<file path="config.mk">
export PLATFORM = sky130hd
export DESIGN_NAME = digio_pad_arbiter
export DESIGN_NICKNAME = d
export VERILOG_FILES = /design/src/rtl/digio_pad_pkg.sv /design/src/rtl/digio_pad_arbiter_sync.sv /design/src/rtl/digio_pad_arbiter.sv
export SDC_FILE = /design/constraint.sdc
export NUM_CORES = 1
export LEC_CHECK = 0
export CORE_ASPECT_RATIO = 1.2
export CORE_MARGIN = 10
export CORE_UTILIZATION = 50
export CTS_BUF_LIST = sky130_fd_sc_hd__clkbuf_8
export DETAILED_ROUTE_END_ITERATION = 7
export HOLD_SLACK_MARGIN = 0.15
export MAX_ROUTING_LAYER = met4
export PLACE_DENSITY_LB_ADDON = 0.3
export SYNTH_ARGS = -nofsm -noshare
export SYNTH_HDL_FRONTEND = slang
export SYNTH_SLANG_ARGS = --single-unit
</file>
<file path="constraint.sdc">
create_clock -name DCLK_1 -period 2.24 [get_ports DCLK_1]
set_clock_uncertainty 0.2 [all_clocks]
set_input_delay 0.448 -clock DCLK_1 [delete_from_list [all_inputs] [get_ports DCLK_1]]
set_output_delay 0.448 -clock DCLK_1 [all_outputs]
set_load 0.01 [all_outputs]
</file>
<file path="src/rtl/digio_pad_pkg.sv">
// Shared types and defaults for the DIGIO pad arbiter: FSM state encoding,
// default turnaround/synchronizer depths and the requester count.
package digio_pad_pkg;

    typedef enum logic [1:0] {
        S_IDLE     = 2'd0,
        S_TURN_ON  = 2'd1,
        S_DRIVE    = 2'd2,
        S_TURN_OFF = 2'd3
    } state_e;

    localparam int TURN_CYC_DEF    = 2;
    localparam int SYNC_STAGES_DEF = 2;
    localparam int NUM_REQ         = 2;

endpackage

</file>
<file path="src/rtl/digio_pad_arbiter_sync.sv">
// Multi-flop synchronizer (SYNC_STAGES deep, async reset to 0) used for the
// pad receiver output.
module digio_sync #(
    parameter int SYNC_STAGES = 2
) (
    input  logic clk,
    input  logic rst,
    input  logic d,
    output logic q
);

    logic [SYNC_STAGES-1:0] sync_q;
    logic [SYNC_STAGES-1:0] sync_d;

    always_comb begin
        sync_d = {sync_q[SYNC_STAGES-2:0], d};
    end

    always_ff @(posedge clk or posedge rst) begin
        if (rst) sync_q <= '0;
        else     sync_q <= sync_d;
    end

    assign q = sync_q[SYNC_STAGES-1];

endmodule

</file>
<file path="src/rtl/digio_pad_arbiter.sv">
// Two-requester round-robin owner of one bidirectional DIGIO pad, with
// turnaround gaps, pull/strength control and a synchronized receive path.
// Optional drive/readback compare enabled by DIGIO_LOOPBACK_CHECK_EN.
module digio_pad_arbiter
    import digio_pad_pkg::*;
#(
    parameter int TURN_CYC    = TURN_CYC_DEF,
    parameter int SYNC_STAGES = SYNC_STAGES_DEF
) (
    input  logic               DCLK_1,
    input  logic               rst,
    input  logic [NUM_REQ-1:0] req,
    input  logic [NUM_REQ-1:0] req_dout,
    output logic [NUM_REQ-1:0] grant,
    input  logic               cfg_ds,
    input  logic               cfg_pull_en,
    input  logic               cfg_pull_up,
    output logic               pad_A,
    output logic               pad_OEN,
    output logic               pad_DS,
    output logic               pad_PEN,
    output logic               pad_UD,
    input  logic               pad_Z,
    output logic               din_sync,
    output logic               rx_valid,
    output logic               loopback_err,
    input  logic               err_clr
);

    localparam int CW = (TURN_CYC > 0) ? $clog2(TURN_CYC + 1) : 1;
    localparam int IW = $clog2(SYNC_STAGES + 1);
    localparam logic [CW-1:0] CNT_LOAD = CW'((TURN_CYC > 0) ? TURN_CYC - 1 : 0);
    localparam logic [IW-1:0] IDLE_SAT = IW'(SYNC_STAGES);

    state_e               state_q, state_d;
    logic [CW-1:0]        cnt_q, cnt_d;
    logic                 owner_q, owner_d;
    logic                 last_q, last_d;
    logic [NUM_REQ-1:0]   grant_q, grant_d;
    logic                 pad_a_q, pad_a_d;
    logic                 pad_oen_q, pad_oen_d;
    logic                 pad_ds_q, pad_ds_d;
    logic                 pad_pen_q, pad_pen_d;
    logic                 pad_ud_q, pad_ud_d;
    logic [IW-1:0]        idle_cnt_q, idle_cnt_d;
    logic                 rx_valid_q, rx_valid_d;

    always_comb begin
        state_d = state_q;
        cnt_d   = cnt_q;
        owner_d = owner_q;
        last_d  = last_q;
        unique case (state_q)
            S_IDLE: begin
                if (|req) begin
                    owner_d = (&req) ? ~last_q : req[1];
                    if (TURN_CYC == 0) begin
                        state_d = S_DRIVE;
                    end else begin
                        state_d = S_TURN_ON;
                        cnt_d   = CNT_LOAD;
                    end
                end
            end
            S_TURN_ON: begin
                if (!req[owner_q])      state_d = S_IDLE;
                else if (cnt_q == '0)   state_d = S_DRIVE;
                else                    cnt_d   = cnt_q - 1'b1;
            end
            S_DRIVE: begin
                // No pre-emption: only the owner's release ends the window.
                if (!req[owner_q]) begin
                    if (TURN_CYC == 0) begin
                        state_d = S_IDLE;
                    end else begin
                        state_d = S_TURN_OFF;
                        cnt_d   = CNT_LOAD;
                    end
                end
            end
            S_TURN_OFF: begin
                if (cnt_q == '0) state_d = S_IDLE;
                else             cnt_d   = cnt_q - 1'b1;
            end
            default: state_d = S_IDLE;
        endcase

        if (state_d == S_DRIVE && state_q != S_DRIVE) last_d = owner_d;

        // Pad pins are registered from the next state so they line up with state_q.
        grant_d   = '0;
        pad_a_d   = 1'b0;
        pad_oen_d = 1'b0;
        pad_ds_d  = 1'b0;
        pad_pen_d = 1'b0;
        pad_ud_d  = pad_ud_q;
        if (state_d == S_DRIVE) begin
            grant_d[owner_d] = 1'b1;
            pad_a_d          = req_dout[owner_d];
            pad_oen_d        = 1'b1;
            pad_ds_d         = cfg_ds;
        end
        if (state_d == S_IDLE) begin
            pad_pen_d = cfg_pull_en;
            pad_ud_d  = cfg_pull_up;
        end

        idle_cnt_d = '0;
        if (state_d == S_IDLE)
            idle_cnt_d = (idle_cnt_q == IDLE_SAT) ? idle_cnt_q : idle_cnt_q + 1'b1;
        rx_valid_d = (state_d == S_IDLE) && (idle_cnt_q == IDLE_SAT);
    end

    always_ff @(posedge DCLK_1 or posedge rst) begin
        if (rst) begin
            state_q    <= S_IDLE;
            cnt_q      <= '0;
            owner_q    <= 1'b0;
            last_q     <= 1'b1;
            grant_q    <= '0;
            pad_a_q    <= 1'b0;
            pad_oen_q  <= 1'b0;
            pad_ds_q   <= 1'b0;
            pad_pen_q  <= 1'b1;
            pad_ud_q   <= 1'b0;
            idle_cnt_q <= '0;
            rx_valid_q <= 1'b0;
        end else begin
            state_q    <= state_d;
            cnt_q      <= cnt_d;
            owner_q    <= owner_d;
            last_q     <= last_d;
            grant_q    <= grant_d;
            pad_a_q    <= pad_a_d;
            pad_oen_q  <= pad_oen_d;
            pad_ds_q   <= pad_ds_d;
            pad_pen_q  <= pad_pen_d;
            pad_ud_q   <= pad_ud_d;
            idle_cnt_q <= idle_cnt_d;
            rx_valid_q <= rx_valid_d;
        end
    end

    assign grant    = grant_q;
    assign pad_A    = pad_a_q;
    assign pad_OEN  = pad_oen_q;
    assign pad_DS   = pad_ds_q;
    assign pad_PEN  = pad_pen_q;
    assign pad_UD   = pad_ud_q;
    assign rx_valid = rx_valid_q;

    digio_sync #(.SYNC_STAGES(SYNC_STAGES)) u_sync (
        .clk (DCLK_1),
        .rst (rst),
        .d   (pad_Z),
        .q   (din_sync)
    );

`ifdef DIGIO_LOOPBACK_CHECK_EN
    logic [SYNC_STAGES-1:0] a_dly_q, a_dly_d;
    logic [IW-1:0]          drv_cnt_q, drv_cnt_d;
    logic                   err_q, err_d;
    logic                   mismatch;

    // a_dly tracks pad_A through the same depth as the receive synchronizer.
    always_comb begin
        a_dly_d   = {a_dly_q[SYNC_STAGES-2:0], pad_a_q};
        drv_cnt_d = '0;
        if (state_d == S_DRIVE && state_q == S_DRIVE)
            drv_cnt_d = (drv_cnt_q == IDLE_SAT) ? drv_cnt_q : drv_cnt_q + 1'b1;
        mismatch = (state_q == S_DRIVE) && (drv_cnt_q == IDLE_SAT) &&
                   (din_sync != a_dly_q[SYNC_STAGES-1]);
        err_d    = mismatch | (err_q & ~err_clr);
    end

    always_ff @(posedge DCLK_1 or posedge rst) begin
        if (rst) begin
            a_dly_q   <= '0;
            drv_cnt_q <= '0;
            err_q     <= 1'b0;
        end else begin
            a_dly_q   <= a_dly_d;
            drv_cnt_q <= drv_cnt_d;
            err_q     <= err_d;
        end
    end

    assign loopback_err = err_q;
`else
    logic err_clr_unused;
    assign err_clr_unused = err_clr;
    assign loopback_err   = 1'b0;
`endif

endmodule
</file>
==> results_dict.tcl <==
set metrics [dict create \
    dpl_cell_area_um2 1072 \
    clk_latency_ns 0.25 \
    status "finished, final reports clean" \
    final_area_um2 1127 \
    grt_overflow 0 \
    yosysSeqAreaShare_pct 52.09 \
    grt_use_total_pct 9.401 \
    die_width_um 58.07 \
    cts_buffer_depth 2 \
    syn_inst 76 \
    grt_max_degree 19 \
    crit_arrival_ns 2.01 \
    critPathMaxFanout 5 \
    ir_worst_vdd_v 0.0006677 \
    clock-sinks 18 \
    coreArea_um2 1642 \
    worst_slew_pin_slew_ns 0.6651 \
    muxShareOfSynthArea_pct 6.619 \
    criticalPathCategory "input pin to flip-flop" \
    synthAdderAreaFrac_pct 4.317 \
    setup_viol 0 \
    viasPerCell 5.145 \
    power_per_cell_area_nw_per_um2 1309 \
    min_period_ns 2.071 \
    die_area_um2 3814 \
    dr.pass1.iters 4 \
    dieHeight_um 65.69 \
    num_io_pins 21 \
    vias 602 \
    rsz0062_at_grt "no" \
    startpoint_type "input pin" \
    fin_nets 114 \
    max_stage_delay_ns 0.46 \
    cts-hold-fix-buffers 0 \
    fmax_mhz 483.0 \
    cts_resized 0 \
    drt-initial-drc-count 5 \
    min_path_type "flip-flop to flip-flop" \
    cts_buffers 3 \
    synth_nets 90 \
    synth_edf_count 0 \
    avgSynthCellArea_um2 11.44 \
    port_buffers 18 \
    synth.distinct_cells 32 \
    wl_per_cell_um 14.10 \
    cp-end-kind "flip-flop" \
    slew_headroom_pct 55.61 \
    drc 0 \
    yosys_warnings 0 \
    yosys-top-cells-area "dfrtp_1 (46%), dfstp_2 (6.0%), ha_1 (4.3%)" \
    utilization_pct 68.67 \
    syn_to_final_growth_pct 29.64 \
    pre_cts_slack_ns -0.08098 \
    wirelength_um 1650 \
    synthFlopType "dfrtp_1" \
    yosysTopAreaCellShare_pct 46.04 \
    p_leak_nw 0.5357 \
    gp_routability_congestion 0.8329 \
    synth_xor_area_share_pct 2.014 \
    antenna_found_initial 0 \
    grt_pass1_vias 672 \
    hold_viol_final 0 \
    slowest_stage "clkdlybuf4s50_1" \
    synth-compound-area-share_pct 10.65 \
    fin_crit_sh_pct 92.44 \
    syn-cell-area_um2 869.6 \
    rows 16 \
    grt_pass1_wl_um 2760 \
    crit_buf_inv 1 \
    synth_simple_gate_area_share_pct 16.98 \
    start_util_pct 52.97 \
    finalMaxSlewViolations 0 \
    drive_gt1_share_pct 21.21 \
    nFillCells 126 \
    final.setup.worst_slack_ns 0.1694 \
    htreeDepth 1 \
    synth_seq_cells 18 \
    yosys.area.top_type "dfrtp_1" \
    max_cap_viol_count 0 \
    ant_nets 0 \
    clk_pin_slew_worst_paths_ns 0.06 \
    synth-async-reset-ratio_pct 100.0 \
    crit_required_ns 2.18 \
    path_delay_family "multiplexers" \
    hpwlAfterDp_um 1285 \
    cts_root_buf "clkbuf_8" \
    tritoncts "done" \
    cp_cell_sequence "clkdlybuf4s50_1, mux2i_1, nand3_1, o221ai_2, mux2_4" \
    cts_setup_buffers 0 \
    holdWs_ns 0.1506 \
    antennaDiodeCount 0 \
    synth_top_family_by_area "simple AND/OR/NAND/NOR gates" \
]
[synth_stat cells, types with 2 or more instances]
cell type,number
mux2i_1,2
buf_6,2
nor2_1,3
ha_1,3
dfrtp_1,16
nand2_1,6
and3_1,3
o21ai_0,6
inv_1,8
dfstp_2,2
and2_2,4
[flip-flops by register name, indices dropped and copies added, names as in the netlist]
signal	flops
cnt_q	2
grant	2
idle_cnt_q	2
state_q	2
u_sync.sync_q	2
last_q	1
owner_q	1
pad_A	1
pad_DS	1
pad_OEN	1
pad_PEN	1
pad_UD	1
rx_valid	1
[cell type report]
type | instances | area [µm²] | area share [%]
inverter | 8 | 30.03 | 2.664
sequential | 18 | 452.9 | 40.18
clock buffer | 4 | 55.05 | 4.883
tap | 18 | 22.52 | 1.998
multi-input combinational | 47 | 356.6 | 31.63
timing repair buffer | 22 | 210.2 | 18.65
[per-stage QoR]
| stage | TNS [ns] | power, mW | cells |
|---|---|---|---|
| 4_1_cts | 0 | 1.495 | 117 |
| 3_5_place_dp | -0.1385 | 1.229 | 113 |
| 5_1_grt | 0 | 1.594 | 117 |
| 6_report | 0 | 1.475 | 117 |
| 2_1_floorplan | 0 | 0.9912 | 76 |
| 3_3_place_gp | -0.07646 | 1.197 | 113 |
[worst register-to-register path: stages, from the launching register on]
cell and delay (ns):
dfrtp_1 0.39, inv_1 0.08, ha_1 0.27, nand3b_1 0.10
o21ai_0 0.32, o21ai_0 0.17, buf_4 0.17, a21oi_1 0.10
[layer usage]
layer,vias to the layer above,part of all wire (%),global-route usage [%]
met1,287,40,8.814
met3,5,8.2,4.231
met5,-,0,-
li1,295,-,-
met2,15,49,15.59
met4,0,2.1,5.294
[final timing paths]
check                                 start          endpoint  slack (ns)  depth (start not counted)
min reg2reg                u_sync.sync_q[0]  u_sync.sync_q[1]        0.15                          0
max                                  req[1]            pad_UD        0.17                          5
min in group asynchronous               rst            pad_UD        0.39                          2
min                        u_sync.sync_q[0]  u_sync.sync_q[1]        0.15                          0
max in group asynchronous               rst           owner_q        1.03                          2
max reg2reg                        cnt_q[0]             pad_A        0.37                          7
[power by group]
part | switching (mW) | leakage (nW) | total, mW | internal [mW]
registers | 0.0975 | 0.225 | 0.549 | 0.452
clock network | 0.103 | 0.0288 | 0.259 | 0.156
logic | 0.289 | 0.282 | 0.667 | 0.378
[cells in the final DEF (no fill, tap or decap)]
master and count:
mux2_4 1, a22oi_1 1, and2_2 4, nand2_1 6
a21bo_2 1, dfstp_2 2, nand2b_1 1, ha_1 3
clkdlybuf4s50_1 18, nor2b_1 1, conb_1 1, a32oi_1 1
nand2b_4 1, nand3_1 1, xnor2_1 1, inv_1 8
o21ai_0 6, o221ai_2 1, a21oi_1 1, or3b_1 1
mux2_2 1, nor2_1 3, xor2_1 1, mux2i_1 2
nand3b_1 1, buf_4 4, and3_1 3, dfrtp_1 16
mux2_1 1, or3_4 1, o311ai_2 1, clkbuf_8 4
and2_1 1
[logic make-up (layout without fill, tap and decap cells)]
family,count (synthesis),in the layout
simple gates,24,24
flops,18,18
buf+inv,11,34
compound gates,12,12
mux,5,5
xor+xnor,2,2
fa+ha+maj,3,3
other cells,1,1
Power figures use the tool's default switching activity.
